File: config.mk
export PLATFORM = sky130hd
export DESIGN_NAME = uart_tx_mmio_flat
export DESIGN_NICKNAME = d
export VERILOG_FILES = /design/src/rtl/uart_pkg.sv /design/src/rtl/uart_tx_mmio_if.sv /design/src/rtl/sync_fifo.sv /design/src/rtl/uart_tx_mmio.sv /design/src/flat_wrapper.sv
export SDC_FILE = /design/constraint.sdc
export NUM_CORES = 1
export LEC_CHECK = 0
export CAP_MARGIN = 20
export CORE_MARGIN = 2
export CORE_UTILIZATION = 57
export DETAILED_ROUTE_END_ITERATION = 12
export DONT_BUFFER_PORTS = 1
export PLACE_DENSITY = 0.87
export SYNTH_ARGS = -nofsm -noshare
export SYNTH_HDL_FRONTEND = slang
export SYNTH_SLANG_ARGS = --single-unit
File: constraint.sdc
create_clock -name clk -period 3.3 [get_ports clk]
set_clock_uncertainty 0.2 [all_clocks]
set_input_delay 0.825 -clock clk [delete_from_list [all_inputs] [get_ports clk]]
set_output_delay 0.825 -clock clk [all_outputs]
set_load 0.05 [all_outputs]
File: src/rtl/uart_pkg.sv
// Shared constants for the memory-mapped UART transmitter: FSM encodings,
// register offsets and STATUS bit positions.
package uart_pkg;

  typedef logic [1:0] state_t;

  localparam state_t ST_IDLE  = 2'd0;
  localparam state_t ST_START = 2'd1;
  localparam state_t ST_DATA  = 2'd2;
  localparam state_t ST_STOP  = 2'd3;

  localparam logic [3:0] OFF_TXDATA = 4'h0;
  localparam logic [3:0] OFF_STATUS = 4'h4;
  localparam logic [3:0] OFF_COUNT  = 4'h8;

  localparam int STAT_FULL  = 0;
  localparam int STAT_EMPTY = 1;
  localparam int STAT_BUSY  = 2;
  localparam int STAT_OVF   = 3;

  function automatic int calc_div(input int clk_freq, input int baud);
    return clk_freq / baud;
  endfunction

endpackage

File: src/rtl/uart_tx_mmio_if.sv
// MEM-stage data-bus slice seen by the UART peripheral; rdata is combinational.
interface uart_tx_mmio_if;
  logic        sel;
  logic        we;
  logic [3:0]  addr;
  logic [31:0] wdata;
  logic [31:0] rdata;

  modport master (output sel, output we, output addr, output wdata, input rdata);
  modport slave  (input sel, input we, input addr, input wdata, output rdata);
endinterface

File: src/rtl/sync_fifo.sv
// Single-clock FIFO with registered read: pop_data is valid the cycle after pop
// and holds until the next pop.
module sync_fifo #(
  parameter int WIDTH = 8,
  parameter int DEPTH = 16,
  localparam int AW   = $clog2(DEPTH)
) (
  input  logic             clk,
  input  logic             rst,
  input  logic             push,
  input  logic [WIDTH-1:0] push_data,
  input  logic             pop,
  output logic [WIDTH-1:0] pop_data,
  output logic             full,
  output logic             empty,
  output logic [AW:0]      count
);

  logic [WIDTH-1:0] mem [DEPTH];
  logic [WIDTH-1:0] rd_data_reg;
  logic [AW-1:0]    wr_ptr_reg;
  logic [AW-1:0]    rd_ptr_reg;
  logic [AW:0]      count_reg;
  logic             do_push;
  logic             do_pop;

  assign full    = (count_reg == (AW+1)'(DEPTH));
  assign empty   = (count_reg == '0);
  assign count   = count_reg;
  assign pop_data = rd_data_reg;

  // A push is judged against fullness before any same-cycle pop.
  assign do_push = push & ~full;
  assign do_pop  = pop & ~empty;

  always_ff @(posedge clk) begin
    if (do_push) begin
      mem[wr_ptr_reg] <= push_data;
    end
    if (do_pop) begin
      rd_data_reg <= mem[rd_ptr_reg];
    end
  end

  always_ff @(posedge clk or negedge rst) begin
    if (!rst) begin
      wr_ptr_reg <= '0;
      rd_ptr_reg <= '0;
      count_reg  <= '0;
    end else begin
      if (do_push) begin
        wr_ptr_reg <= wr_ptr_reg + AW'(1);
      end
      if (do_pop) begin
        rd_ptr_reg <= rd_ptr_reg + AW'(1);
      end
      case ({do_push, do_pop})
        2'b10:   count_reg <= count_reg + (AW+1)'(1);
        2'b01:   count_reg <= count_reg - (AW+1)'(1);
        default: count_reg <= count_reg;
      endcase
    end
  end

endmodule

File: src/rtl/uart_tx_mmio.sv
// Memory-mapped 8N1 UART transmitter: bus stores fill a TX FIFO, a baud-timed
// FSM serialises bytes LSB first, loads return status and occupancy.
module uart_tx_mmio
  import uart_pkg::*;
#(
  parameter int CLK_FREQ   = 50000000,
  parameter int BAUD       = 115200,
  parameter int FIFO_DEPTH = 16
) (
  input  logic           clk,
  input  logic           rst,
  uart_tx_mmio_if.slave  bus,
  output logic           tx,
  output logic           irq
);

  localparam int DIV = calc_div(CLK_FREQ, BAUD);
  localparam int CW  = $clog2(DIV);
  localparam int AW  = $clog2(FIFO_DEPTH);

  state_t        state_reg, state_next;
  logic [CW-1:0] baud_cnt_reg, baud_cnt_next;
  logic [2:0]    bit_idx_reg, bit_idx_next;
  logic [7:0]    shift_reg, shift_next;
  logic          overflow_reg;

  logic          push;
  logic          pop;
  logic          ovf_clr;
  logic          baud_done;
  logic [7:0]    fifo_rd_data;
  logic          fifo_full;
  logic          fifo_empty;
  logic [AW:0]   fifo_count;
  logic [31:0]   count_word;
  logic [31:0]   status_word;
  logic [31:0]   rdata_word;
  logic          unused_wdata;

  assign push      = bus.sel & bus.we & (bus.addr == OFF_TXDATA);
  assign ovf_clr   = bus.sel & bus.we & (bus.addr == OFF_STATUS) & bus.wdata[STAT_OVF];
  assign baud_done = (baud_cnt_reg == CW'(DIV - 1));
  assign unused_wdata = ^bus.wdata;

  sync_fifo #(
    .WIDTH (8),
    .DEPTH (FIFO_DEPTH)
  ) u_fifo (
    .clk       (clk),
    .rst       (rst),
    .push      (push),
    .push_data (bus.wdata[7:0]),
    .pop       (pop),
    .pop_data  (fifo_rd_data),
    .full      (fifo_full),
    .empty     (fifo_empty),
    .count     (fifo_count)
  );

  always_comb begin
    state_next    = state_reg;
    baud_cnt_next = baud_cnt_reg;
    bit_idx_next  = bit_idx_reg;
    shift_next    = shift_reg;
    pop           = 1'b0;
    case (state_reg)
      ST_IDLE: begin
        if (!fifo_empty) begin
          pop           = 1'b1;
          baud_cnt_next = '0;
          state_next    = ST_START;
        end
      end
      ST_START: begin
        // The FIFO's registered read lands during START, so the byte is taken here.
        if (baud_done) begin
          baud_cnt_next = '0;
          bit_idx_next  = 3'd0;
          shift_next    = fifo_rd_data;
          state_next    = ST_DATA;
        end else begin
          baud_cnt_next = baud_cnt_reg + CW'(1);
        end
      end
      ST_DATA: begin
        if (baud_done) begin
          baud_cnt_next = '0;
          shift_next    = {1'b0, shift_reg[7:1]};
          if (bit_idx_reg == 3'd7) begin
            state_next = ST_STOP;
          end else begin
            bit_idx_next = bit_idx_reg + 3'd1;
          end
        end else begin
          baud_cnt_next = baud_cnt_reg + CW'(1);
        end
      end
      ST_STOP: begin
        if (baud_done) begin
          baud_cnt_next = '0;
          if (!fifo_empty) begin
            pop        = 1'b1;
            state_next = ST_START;
          end else begin
            state_next = ST_IDLE;
          end
        end else begin
          baud_cnt_next = baud_cnt_reg + CW'(1);
        end
      end
      default: state_next = ST_IDLE;
    endcase
  end

  always_ff @(posedge clk or negedge rst) begin
    if (!rst) begin
      state_reg    <= ST_IDLE;
      baud_cnt_reg <= '0;
      bit_idx_reg  <= '0;
      shift_reg    <= '0;
      overflow_reg <= 1'b0;
    end else begin
      state_reg    <= state_next;
      baud_cnt_reg <= baud_cnt_next;
      bit_idx_reg  <= bit_idx_next;
      shift_reg    <= shift_next;
      if (push && fifo_full) begin
        overflow_reg <= 1'b1;
      end else if (ovf_clr) begin
        overflow_reg <= 1'b0;
      end
    end
  end

  // tx decodes straight from state so an asserted reset forces the line idle at once.
  always_comb begin
    case (state_reg)
      ST_START: tx = 1'b0;
      ST_DATA:  tx = shift_reg[0];
      default:  tx = 1'b1;
    endcase
  end

  assign irq = fifo_empty & (state_reg == ST_IDLE);

  genvar gi;
  for (gi = 0; gi < 32; gi++) begin : g_count
    if (gi <= AW) begin : g_bit
      assign count_word[gi] = fifo_count[gi];
    end else begin : g_zero
      assign count_word[gi] = 1'b0;
    end
  end

  always_comb begin
    status_word            = '0;
    status_word[STAT_FULL]  = fifo_full;
    status_word[STAT_EMPTY] = fifo_empty;
    status_word[STAT_BUSY]  = (state_reg != ST_IDLE);
    status_word[STAT_OVF]   = overflow_reg;
  end

  always_comb begin
    rdata_word = '0;
    if (bus.sel && !bus.we && rst) begin
      case (bus.addr)
        OFF_STATUS: rdata_word = status_word;
        OFF_COUNT:  rdata_word = count_word;
        default:    rdata_word = '0;
      endcase
    end
  end

  assign bus.rdata = rdata_word;

endmodule

File: src/flat_wrapper.sv
// flat-port wrapper written by rule: the top's interface ports become plain ports
module uart_tx_mmio_flat import uart_pkg::*;
#(
  parameter int CLK_FREQ   = 50000000,
  parameter int BAUD       = 115200,
  parameter int FIFO_DEPTH = 16
)
  (clk, rst, tx, irq, bus_sel, bus_we, bus_addr, bus_wdata, bus_rdata);
  uart_tx_mmio_if bus_i ();
  input  logic clk;
  input  logic rst;
  output logic tx;
  output logic irq;
  input wire logic [$bits(bus_i.sel)-1:0] bus_sel;
  input wire logic [$bits(bus_i.we)-1:0] bus_we;
  input wire logic [$bits(bus_i.addr)-1:0] bus_addr;
  input wire logic [$bits(bus_i.wdata)-1:0] bus_wdata;
  output wire logic [$bits(bus_i.rdata)-1:0] bus_rdata;
  assign bus_i.sel = bus_sel;
  assign bus_i.we = bus_we;
  assign bus_i.addr = bus_addr;
  assign bus_i.wdata = bus_wdata;
  assign bus_rdata = bus_i.rdata;
  uart_tx_mmio #(.CLK_FREQ(CLK_FREQ), .BAUD(BAUD), .FIFO_DEPTH(FIFO_DEPTH)) u_core (.clk(clk), .rst(rst), .bus(bus_i), .tx(tx), .irq(irq));
endmodule
Word-level counts from Yosys, hierarchy flattened
Memories as Yosys holds them, arrays and structs flattened. A register that Yosys moved wholly into a read port is not among the register bits.
Cells that the tools add are included.
Storage, ports and cells
  word-level logic and storage cells: 83
  bits in registers: 36
  memories: 1
  memory bits (writable): 128
  output and inout port bits: 34
Memories
  u_core.u_fifo.mem: depth 16, width 8, read ports 1, clocked after memory_dff 1, wr ports 1, line sync_fifo.sv:19  | logic [WIDTH-1:0] mem [DEPTH];
Cells by class
  equal/unequal tests: 16
  reduce and logical (&&, ||, !) cells: 15
  bitwise operators: 9
  add/sub/neg operators: 6
  muxes and demuxes: 28
Operators by type and width (number)
  $mux 32: 1
  $pmux 5 s2: 2
  $mux 9: 2
  $pmux 9 s2: 1
  $mux 8: 2
  $pmux 8 s2: 1
  $mux 2: 5
  $add 9x1->9 const B: 1
  $eq 9x9->1 const B: 1
  $mux 3: 3
  $add 4x1->4 const B: 2
  $ne 2x1->1 const B: 4
  $pmux 2 s4: 1
  $reduce_bool 2->1: 4
  $and 1x1->1: 7
  $mux 1: 7
  $eq 2x2->1 const B: 3
  $pmux 3 s2: 1
  $add 5x1->5 const B: 1
  $eq 5x5->1 const B: 1
  $logic_not 5->1: 1
  $reduce_and 5->1: 1
  $sub 5x1->5 const B: 1
  $eq 2x1->1 const B: 2
  14 further kinds: 19

Longest topological paths before layout
Gate-level depths: netlist of the first run.
  depth after elaboration: 7
  mapped depth: 13

Modules after synthesis
A second synthesis of the first run with hierarchy kept.
Unflattened totals
  cell total of the unflattened synthesis: 518
  area, all modules: 7629.8 sq um
By module, submodules not included
  sync_fifo: area each 6019.5 sq um, times used 1, sequential area each 4409.2 sq um, cells an instance 340
  uart_tx_mmio: area each 1610.3 sq um, times used 1, sequential area each 575.6 sq um, cells an instance 178

Worst setup path after synthesis of the first run
Ideal clock, no wire load.
  path type: input-to-reg
  start: input port bus_addr[1]
  end: register u_core.u_fifo.count_reg[4] (netlist: u_core.u_fifo.count[4])
  path slack: -0.208 ns
  setup time: 0.125 ns
  path buffers: 0
  data arrival time: 3.183 ns
  stages on the path: 11
  cells stage by stage: nor3_1 -> and3_1 -> nor3b_2 -> inv_1 -> ha_1 -> ha_1 -> nor2b_1 -> o21ai_0 -> a21oi_1 -> or3b_2 -> xnor2_1
Between the ends
  longest elaborated chain between the ends: 5
RTL lines
  start: declaration: line flat_wrapper.sv:16  | input wire logic [$bits(bus_i.addr)-1:0] bus_addr;
  $logic_not 4->1 (*): line uart_tx_mmio.sv:40  | assign push = bus.sel & bus.we & (bus.addr == OFF_TXDATA);
  $and 1x1->1 (*): line uart_tx_mmio.sv:40
  $and 1x1->1 (*): line sync_fifo.sv:33  | assign do_push = push & ~full;
  $eq 2x1->1 / $eq 2x2->1 (equally long branches): line sync_fifo.sv:57  | case ({do_push, do_pop})
  $pmux 5 s2 / $reduce_bool 2->1 (equally long branches)
  end signal: assignment: line sync_fifo.sv:58  | 2'b10: count_reg <= count_reg + (AW+1)'(1);
  end signal: assignment: line sync_fifo.sv:59  | 2'b01: count_reg <= count_reg - (AW+1)'(1);
  end signal: assignment: line sync_fifo.sv:60  | default: count_reg <= count_reg;
  end: declaration: line sync_fifo.sv:23  | logic [AW:0] count_reg;
Every way passes the cells marked *; elsewhere a longest branch is shown, timed or not.
A chain may end at the register's enable or synchronous reset.

Final worst setup path of the first run
  start: register u_core.u_fifo.count_reg[1] (netlist: u_core.u_fifo.count[1])
  end: register u_core.u_fifo.count_reg[4] (netlist: u_core.u_fifo.count[4])
Between the ends
  longest elaborated chain between the ends: 7
RTL lines
  $logic_not 5->1: line sync_fifo.sv:28  | assign empty = (count_reg == '0);
  $mux 1: line uart_tx_mmio.sv:68, uart_tx_mmio.sv:101
  $mux 1: line uart_tx_mmio.sv:99  | if (baud_done) begin
  $pmux 1 s2: line uart_tx_mmio.sv:66  | case (state_reg)
  $and 1x1->1: line sync_fifo.sv:34  | assign do_pop = pop & ~empty;
  $eq 2x1->1 / $eq 2x2->1 (equally long branches): line sync_fifo.sv:57
  $pmux 5 s2 / $reduce_bool 2->1 (equally long branches)
Several ways; a longest one is shown, not always the timed one.

==> summary.md, run 1 <==
| Metric | Value |
|---|---|
| Outcome | `complete, no violations` |
| Area fraction in compound gates after synthesis | `3.89%` |
| First drt pass iteration count | `5` |
| Post-route fraction of the period consumed by the critical path | `95.7%` |
| Sw frac | `31.6%` |
| Leakage component of the power | `3.09 nW` |
| Final setup violation count | `0` |
| Number of flip-flops under the largest register name | `128` |
| Slowest stage cell on the critical path | `sky130_fd_sc_hd__or4_4` |
| Initial core utilization | `57.7%` |
| Power density normalized to cell area | `784 nW/um^2` |
| Clock buffer depth | `2` |
| Vias post-DR | `3985` |
| Series of cell instances along the critical path | `or4_4, nor2_4, nor3b_4, inv_1, ha_4, inv_1, fa_1, nor2b_1, o21ai_1, nand3_1, or3b_2, xnor2_1` |
| Clock network latency to the later pin of the worst-skew pair | `420 ps` |
| Num Clock Sinks | `172` |
| Number of levels the H-tree was split into | `4` |
| Layout Area Growth over Synthesis | `12.0%` |
| Top-count cell post-synth | `sky130_fd_sc_hd__edfxtp_1` |
| Unrepaired setup endpoints after global routing | `false` |
| Peak supply drop | `0.000490 V` |
| Final weighted congestion in routability-driven placement | `0.816` |
| Die H | `119 um` |
| HPWL Detailed | `8800 um` |
| Leading post-synthesis cells by instance count | `sky130_fd_sc_hd__edfxtp_1, sky130_fd_sc_hd__dfrtp_1, sky130_fd_sc_hd__nand2_1, sky130_fd_sc_hd__mux4_1, sky130_fd_sc_hd__o21ai_0` |
| Number of synthesized flops with an enable pin | `136` |
| Mux share of post-synthesis cell area | `14.6%` |
| Iteration-0 DRC Markers | `357` |
| Detailed-route vias per instance | `5.85` |
| Number of buffers created by CTS | `17` |
| Post-route worst hold slack | `34.6 ps` |
| Slew headroom | `58.3%` |
| Arrival time of the worst setup path | `3260 ps` |
| Delay of the slowest cell on the worst path | `580 ps` |
| Adder-Cell Fraction of Synth Area | `3.25%` |
| Number of cells produced by synthesis | `456` |
| Number of non-filler instances in the completed layout | `681` |
| Post-placement cell count | `648` |
| Biggest fanout along the worst timing path | `4` |
| Mapped cell area | `7550 um^2` |
| Residual DRC | `0` |
| Ant. Diodes | `0` |
| Cell variety after synth | `46` |
| Yosys warning count | `0` |
| Average cell area after synthesis | `16.6 um^2` |
| Net count, final | `552` |
| Simple-gate share of the synthesized area | `6.34%` |
| Synth Register Bits | `172` |
| Mean routed wirelength per cell | `21.3 um` |
| R2R Path End | `u_core.u_fifo.count[4]$_DFFE_PN0P_` |
| Pin count of the biggest net entering global routing | `37` |
| Most frequent cell on the critical path | `sky130_fd_sc_hd__inv_1` |
| Antenna violations before repair | `0` |
| Cell at the root of the clock tree | `sky130_fd_sc_hd__clkbuf_16` |
| Layout fillers | `851` |
| Final hold violation count | `0` |
| Crit path capture type | `flop` |
| Critical path startpoint category | `flop` |
| Slew at the pin closest to its max-slew limit | `625 ps` |
| Maximum operating frequency | `0.317 GHz` |
| Length in cells of the worst reg-to-reg path | `12` |
| Gate family responsible for the most delay along the worst path | `simple AND/OR/NAND/NOR gates` |
| Setup TNS | `0 ps` |
| Number of buffer cells added on primary ports | `0` |
| Proportion of power drawn by the clock network | `28.4%` |
| Synth top area share | `54.1%` |
| Cell-internal power | `4.53 mW` |
| Io pins | `74` |
| Area leader, netlist | `sky130_fd_sc_hd__edfxtp_1` |
| Sw Pwr | `2.10 mW` |
| CORE AREA | `13100 um^2` |
| Final Max Tran Viols | `0` |
| Power share of the sequential group | `42.3%` |
| Final setup slack of the worst path | `143 ps` |
| Total congestion overflow | `0` |
| Combinational group share of total power | `29.3%` |
| Fraction of final layout cells sized beyond drive strength 1 | `17.0%` |
| Post-detailed-routing wire length | `14500 um` |
| Largest cells by area after synthesis | `sky130_fd_sc_hd__edfxtp_1, sky130_fd_sc_hd__dfrtp_1, sky130_fd_sc_hd__mux4_1` |
| Post-Route Utilization | `64.6%` |
| Post-detailed-route count of antenna-violating nets | `0` |
| Area enclosed by the die boundary | `14200 um^2` |
| FFs w/ async S/R, synth | `20.9%` |
| Global-route wire length before repair | `22700 um` |
| CTS tree | `built` |
| Synth Flop Type | `sky130_fd_sc_hd__edfxtp_1` |
| Crit path kind | `flop to flop` |
| Max-cap violations | `0` |
| Combinational family with the most area after synthesis | `multiplexers` |
| Overall Global Routing Usage | `22.2%` |
| Worst min-delay path class | `input port to asynchronous set/reset pin` |
| Via count of the first global-routing pass | `4188` |
| Slack of the worst reg-to-reg path | `140 ps` |
| Share of the yosys chip area belonging to registers | `66.0%` |
| Post-route minimum period | `3160 ps` |
| Number of rows created at floorplan | `42` |
| Buf/Inv on CP | `2` |
| Source of the worst register-to-register timing path | `u_core.u_fifo.count[1]$_DFFE_PN0P_` |
| Xor-xnor portion of the synthesized cell area | `1.16%` |
| Die width | `119 um` |
| Worst setup timing slack at the placement stage | `-2.60 ps` |
| Required time at the worst-slack endpoint | `3400 ps` |
| Post-CTS clock slew at the launch and capture registers of the worst setup and hold paths | `70 ps` |
==> what timing repair did <==
item | 4_1_cts | 5_1_grt
setup endpoints to repair | 0 | 1
resized for setup | 0 | 2
hold endpoints to repair | 36 | 0
setup buffers | 0 | 1
hold buffers | 1 | 0
==> power groups by stage <==
stage                     registers [mW]  clock network [mW]  logic, mW
after floorplan                     2.75                   0       1.60
after global routing                2.84                1.98       2.12
after global placement              2.83                   0       1.77
final                               2.81                1.88       1.94
after detailed placement            2.85                   0       1.89
after CTS                           2.81                1.91       1.93
==> cell type report <==
cell class                      instances  area (um^2)  share of cell area (%)
Inverter                               12         45.0                   0.533
Clock inverter                         13          119                    1.41
Sequential cell                       172         4980                    58.9
Tap cell                              176          220                    2.60
Multi-Input combinational cell        252         2360                    27.9
Timing Repair Buffer                   38          298                    3.52
Clock buffer                           18          429                    5.07
==> stage by stage <==
stage / total power, mW / area, um^2
final: 6.63 / 8460
after CTS: 6.65 / 8440
after global routing: 6.94 / 8460
after detailed placement: 4.75 / 7880
after global placement: 4.59 / 7880
after floorplan: 4.34 / 7690
==> layer usage <==
layer  part of all wire (%)  vias up  routed length [um]  track usage [%]
li1                       -     1795                   -                -
met1                     40     2015                5790             26.8
met2                     53      152                7700             38.1
met3                    5.1       23                 742             5.75
met4                    1.9        0                 278             9.38
met5                      0        -                   0                0
==> how the worst max path moves through the flow <==
stage | start | endpoint | slack [ps] | depth (start not counted)
2_1_floorplan | bus_addr[1] | u_core.u_fifo.count[4]$_DFFE_PN0P_ | 30 | 11
3_3_place_gp | bus_addr[1] | u_core.u_fifo.count[4]$_DFFE_PN0P_ | 100 | 12
3_5_place_dp | bus_addr[1] | u_core.u_fifo.count[4]$_DFFE_PN0P_ | -3 | 12
4_1_cts | u_core.u_fifo.count[1]$_DFFE_PN0P_ | u_core.u_fifo.count[4]$_DFFE_PN0P_ | 40 | 12
5_1_grt | u_core.baud_cnt_reg[1]$_DFFE_PN0N_ | u_core.u_fifo.count[4]$_DFFE_PN0P_ | 20 | 13
6_report | u_core.u_fifo.count[1]$_DFFE_PN0P_ | u_core.u_fifo.count[4]$_DFFE_PN0P_ | 140 | 12
==> logic make-up (layout without fill, tap and decap cells) <==
kind of cell,Yosys count,after routing
flip-flops,172,172
adder cells (fa/ha/maj),19,19
AND/OR/NAND/NOR,97,97
multiplexers,49,49
XOR/XNOR,10,10
other,1,27
buffers and inverters,58,81
AO/OA/AOI/OAI,50,50
==> cells in the final DEF (no fill, tap or decap), types with 7 or more instances in the layout <==
cell,instances
sky130_fd_sc_hd__conb_1,27
sky130_fd_sc_hd__dfrtp_1,36
sky130_fd_sc_hd__clkbuf_16,17
sky130_fd_sc_hd__xnor2_1,7
sky130_fd_sc_hd__ha_1,16
sky130_fd_sc_hd__inv_1,12
sky130_fd_sc_hd__mux4_1,30
sky130_fd_sc_hd__nor3_1,7
sky130_fd_sc_hd__mux4_2,10
sky130_fd_sc_hd__nand2_1,33
sky130_fd_sc_hd__nor2_1,23
sky130_fd_sc_hd__o21ai_0,26
sky130_fd_sc_hd__mux2i_1,8
sky130_fd_sc_hd__nand3_1,10
sky130_fd_sc_hd__buf_4,37
sky130_fd_sc_hd__edfxtp_1,136
Note: power is estimated with default switching activity, not from simulation.
==> run 2: changes to the inputs <==
- CORE_UTILIZATION: 57 -> 31
- PLACE_DENSITY: 0.87 -> 0.57
- clock period: 3.3 -> 3.65 ns (I/O delays scaled with it)
==> summary.md, run 2 (same netlist as run 1, synthesis figures left out) <==
| Metric | Value |
|---|---|
| Number of levels the H-tree was split into | `4 (unchanged)` |
| Layout fillers | `2295 (+170%)` |
| CORE AREA | `24100 um^2 (+84%)` |
| Layout Area Growth over Synthesis | `13.5%` |
| Leakage component of the power | `3.06 nW (-0.73%)` |
| Fraction of final layout cells sized beyond drive strength 1 | `15.7% (-1.4 points)` |
| Via count of the first global-routing pass | `3976 (-5.1%)` |
| Post-CTS repair timing setup buffer count | `0 (unchanged)` |
| Required time at the worst-slack endpoint | `3760 ps (+360 ps)` |
| Number of buffers created by CTS | `17 (unchanged)` |
| Number of flip-flops under the largest register name | `128 (unchanged)` |
| Post-placement cell count | `789 (+22%)` |
| Source of the worst register-to-register timing path | `u_core.u_fifo.count[0]$_DFFE_PN0P_` |
| Io pins | `74 (unchanged)` |
| Leading cell type in the layout, fill and taps excluded | `sky130_fd_sc_hd__edfxtp_1` |
| Final Max Tran Viols | `0 (unchanged)` |
| Multi-input gate area | `2320 um^2 (-1.9%)` |
| Total congestion overflow | `0 (unchanged)` |
| Crit path capture type | `flop` |
| Biggest fanout along the worst timing path | `5 (+1)` |
| Post-detailed-route count of antenna-violating nets | `0 (unchanged)` |
| Overall Global Routing Usage | `11.2% (-11 points)` |
| Destination of the critical timing path | `u_core.u_fifo.count[4]$_DFFE_PN0P_` |
| Sequential standard cell area | `4980 um^2 (unchanged)` |
| Mean routed wirelength per cell | `16.2 um (-24%)` |
| Net count, final | `544 (-1.4%)` |
| Post-CTS sizing | `0 (unchanged)` |
| Iteration-0 DRC Markers | `209 (-41%)` |
| Global-route wire length before repair | `21700 um (-4.5%)` |
| Count of hold-fix buffers inserted at cts | `1 (unchanged)` |
| Post-CTS clock slew at the launch and capture registers of the worst setup and hold paths | `70 ps (about the same)` |
| Maximum operating frequency | `0.301 GHz (-5.1%)` |
| Clock network latency to the later pin of the worst-skew pair | `430 ps (about the same)` |
| Slew at the pin closest to its max-slew limit | `655 ps (+29.6 ps)` |
| Outcome | `complete, no violations` |
| Critical path startpoint category | `flop` |
| Crit path kind | `flop to flop` |
| Area enclosed by the die boundary | `25600 um^2 (+81%)` |
| First drt pass iteration count | `6 (+1)` |
| Num Clock Sinks | `172 (unchanged)` |
| Cell at the root of the clock tree | `sky130_fd_sc_hd__clkbuf_16` |
| Antenna violations before repair | `0 (unchanged)` |
| R2R Path End | `u_core.u_fifo.count[4]$_DFFE_PN0P_` |
| Arrival time of the worst setup path | `3440 ps (+180 ps)` |
| Unrepaired setup endpoints after global routing | `false` |
| Residual DRC | `0 (unchanged)` |
| Slack of the worst reg-to-reg path | `320 ps (+180 ps)` |
| Post-detailed-routing wire length | `13300 um (-8.1%)` |
| Final weighted congestion in routability-driven placement | `0.720 (-12%)` |
| Ant. Diodes | `0 (unchanged)` |
| Initial core utilization | `31.3% (-26 points)` |
| HPWL Detailed | `8630 um (-2.0%)` |
| Worst min-delay path class | `input port to asynchronous set/reset pin` |
| Die H | `160 um (+34%)` |
| Pin count of the biggest net entering global routing | `37 (unchanged)` |
| Final setup violation count | `0 (unchanged)` |
| Clock buffer depth | `2 (unchanged)` |
| Die width | `160 um (+34%)` |
| Worst setup path start | `u_core.u_fifo.count[0]$_DFFE_PN0P_` |
| Setup TNS | `0 ps (unchanged)` |
| Length in cells of the worst reg-to-reg path | `12 (unchanged)` |
| Post-route fraction of the period consumed by the critical path | `91.1% (-4.5 points)` |
| Slew headroom | `56.3% (-2.0 points)` |
| Highest-count cells in the layout ignoring fill and taps | `sky130_fd_sc_hd__edfxtp_1, sky130_fd_sc_hd__dfrtp_1, sky130_fd_sc_hd__nand2_1, sky130_fd_sc_hd__mux4_1, sky130_fd_sc_hd__buf_4` |
| CTS tree | `built` |
| Vias post-DR | `3806 (-4.5%)` |
| Number of non-filler instances in the completed layout | `822 (+21%)` |
| Number of buffer cells added on primary ports | `0 (unchanged)` |
| Power density normalized to cell area | `688 nW/um^2 (-12%)` |
| Max-cap violations | `0 (unchanged)` |
| Final hold violation count | `0 (unchanged)` |
| Post-route minimum period | `3330 ps (+169 ps)` |
| Number of rows created at floorplan | `57 (+36%)` |
| Detailed-route vias per instance | `4.63 (-21%)` |
| Peak supply drop | `0.000453 V (-7.5%)` |
[run 2: how the worst min path moves through the flow]
stage / from / endpoint / slack (ps) / cells after the start
floorplan: u_core.baud_cnt_reg[8]$_DFFE_PN0N_ / u_core.baud_cnt_reg[8]$_DFFE_PN0N_ / 240 / 1
global placement: u_core.shift_reg[1]$_DFFE_PN0P_ / u_core.shift_reg[1]$_DFFE_PN0P_ / 260 / 2
detailed placement: u_core.baud_cnt_reg[8]$_DFFE_PN0N_ / u_core.baud_cnt_reg[8]$_DFFE_PN0N_ / 260 / 1
CTS: rst / u_core.baud_cnt_reg[8]$_DFFE_PN0N_ / 120 / 1
global route: rst / u_core.baud_cnt_reg[8]$_DFFE_PN0N_ / 120 / 1
finish: rst / u_core.baud_cnt_reg[8]$_DFFE_PN0N_ / 120 / 1
[run 2: report_power, final]
| group | internal [mW] | switching [mW] | total (mW) |
|---|---|---|---|
| Combinational | 0.749 | 0.862 | 1.61 |
| Sequential | 2.34 | 0.203 | 2.55 |
| Clock | 0.914 | 0.827 | 1.74 |
[run 2: layout make-up]
type | instances | share of cell area, %
Inverter | 12 | 0.525
Tap cell | 324 | 4.73
Clock buffer | 18 | 5.01
Sequential cell | 172 | 58.1
Clock inverter | 14 | 1.80
Timing Repair Buffer | 30 | 2.77
Multi-Input combinational cell | 252 | 27.0
[run 2: per-stage QoR]
stage	instance area (um^2)	setup slack, ps	power, mW	util, %	hold WS [ps]
floorplan	7650	54.2	3.89	-	237
global placement	7970	140	4.14	33.1	262
detailed placement	7970	81.0	4.21	33.1	260
CTS	8570	307	5.97	35.6	115
global route	8570	91.2	6.23	35.6	117
finish	8570	324	5.90	35.6	118
[run 2: critical path, stage by stage (launching register included)]
cell,delay (ps)
sky130_fd_sc_hd__dfrtp_1,440
sky130_fd_sc_hd__or4_4,560
sky130_fd_sc_hd__nor2_1,230
sky130_fd_sc_hd__nor3b_2,90
sky130_fd_sc_hd__inv_1,70
sky130_fd_sc_hd__ha_1,220
sky130_fd_sc_hd__inv_1,100
sky130_fd_sc_hd__fa_1,410
sky130_fd_sc_hd__nor2b_1,120
sky130_fd_sc_hd__o21ai_0,100
sky130_fd_sc_hd__nand3_1,90
sky130_fd_sc_hd__or3b_2,450
sky130_fd_sc_hd__xnor2_1,130
[run 2: metal layers]
| layer | track usage, % | part of all wire (%) | up-vias |
|---|---|---|---|
| met3 | 3.19 | 4.2 | 13 |
| met5 | 0 | 0 | - |
| met1 | 13.5 | 44 | 1926 |
| met4 | 3.52 | 1.0 | 0 |
| li1 | - | - | 1779 |
| met2 | 19.3 | 51 | 88 |
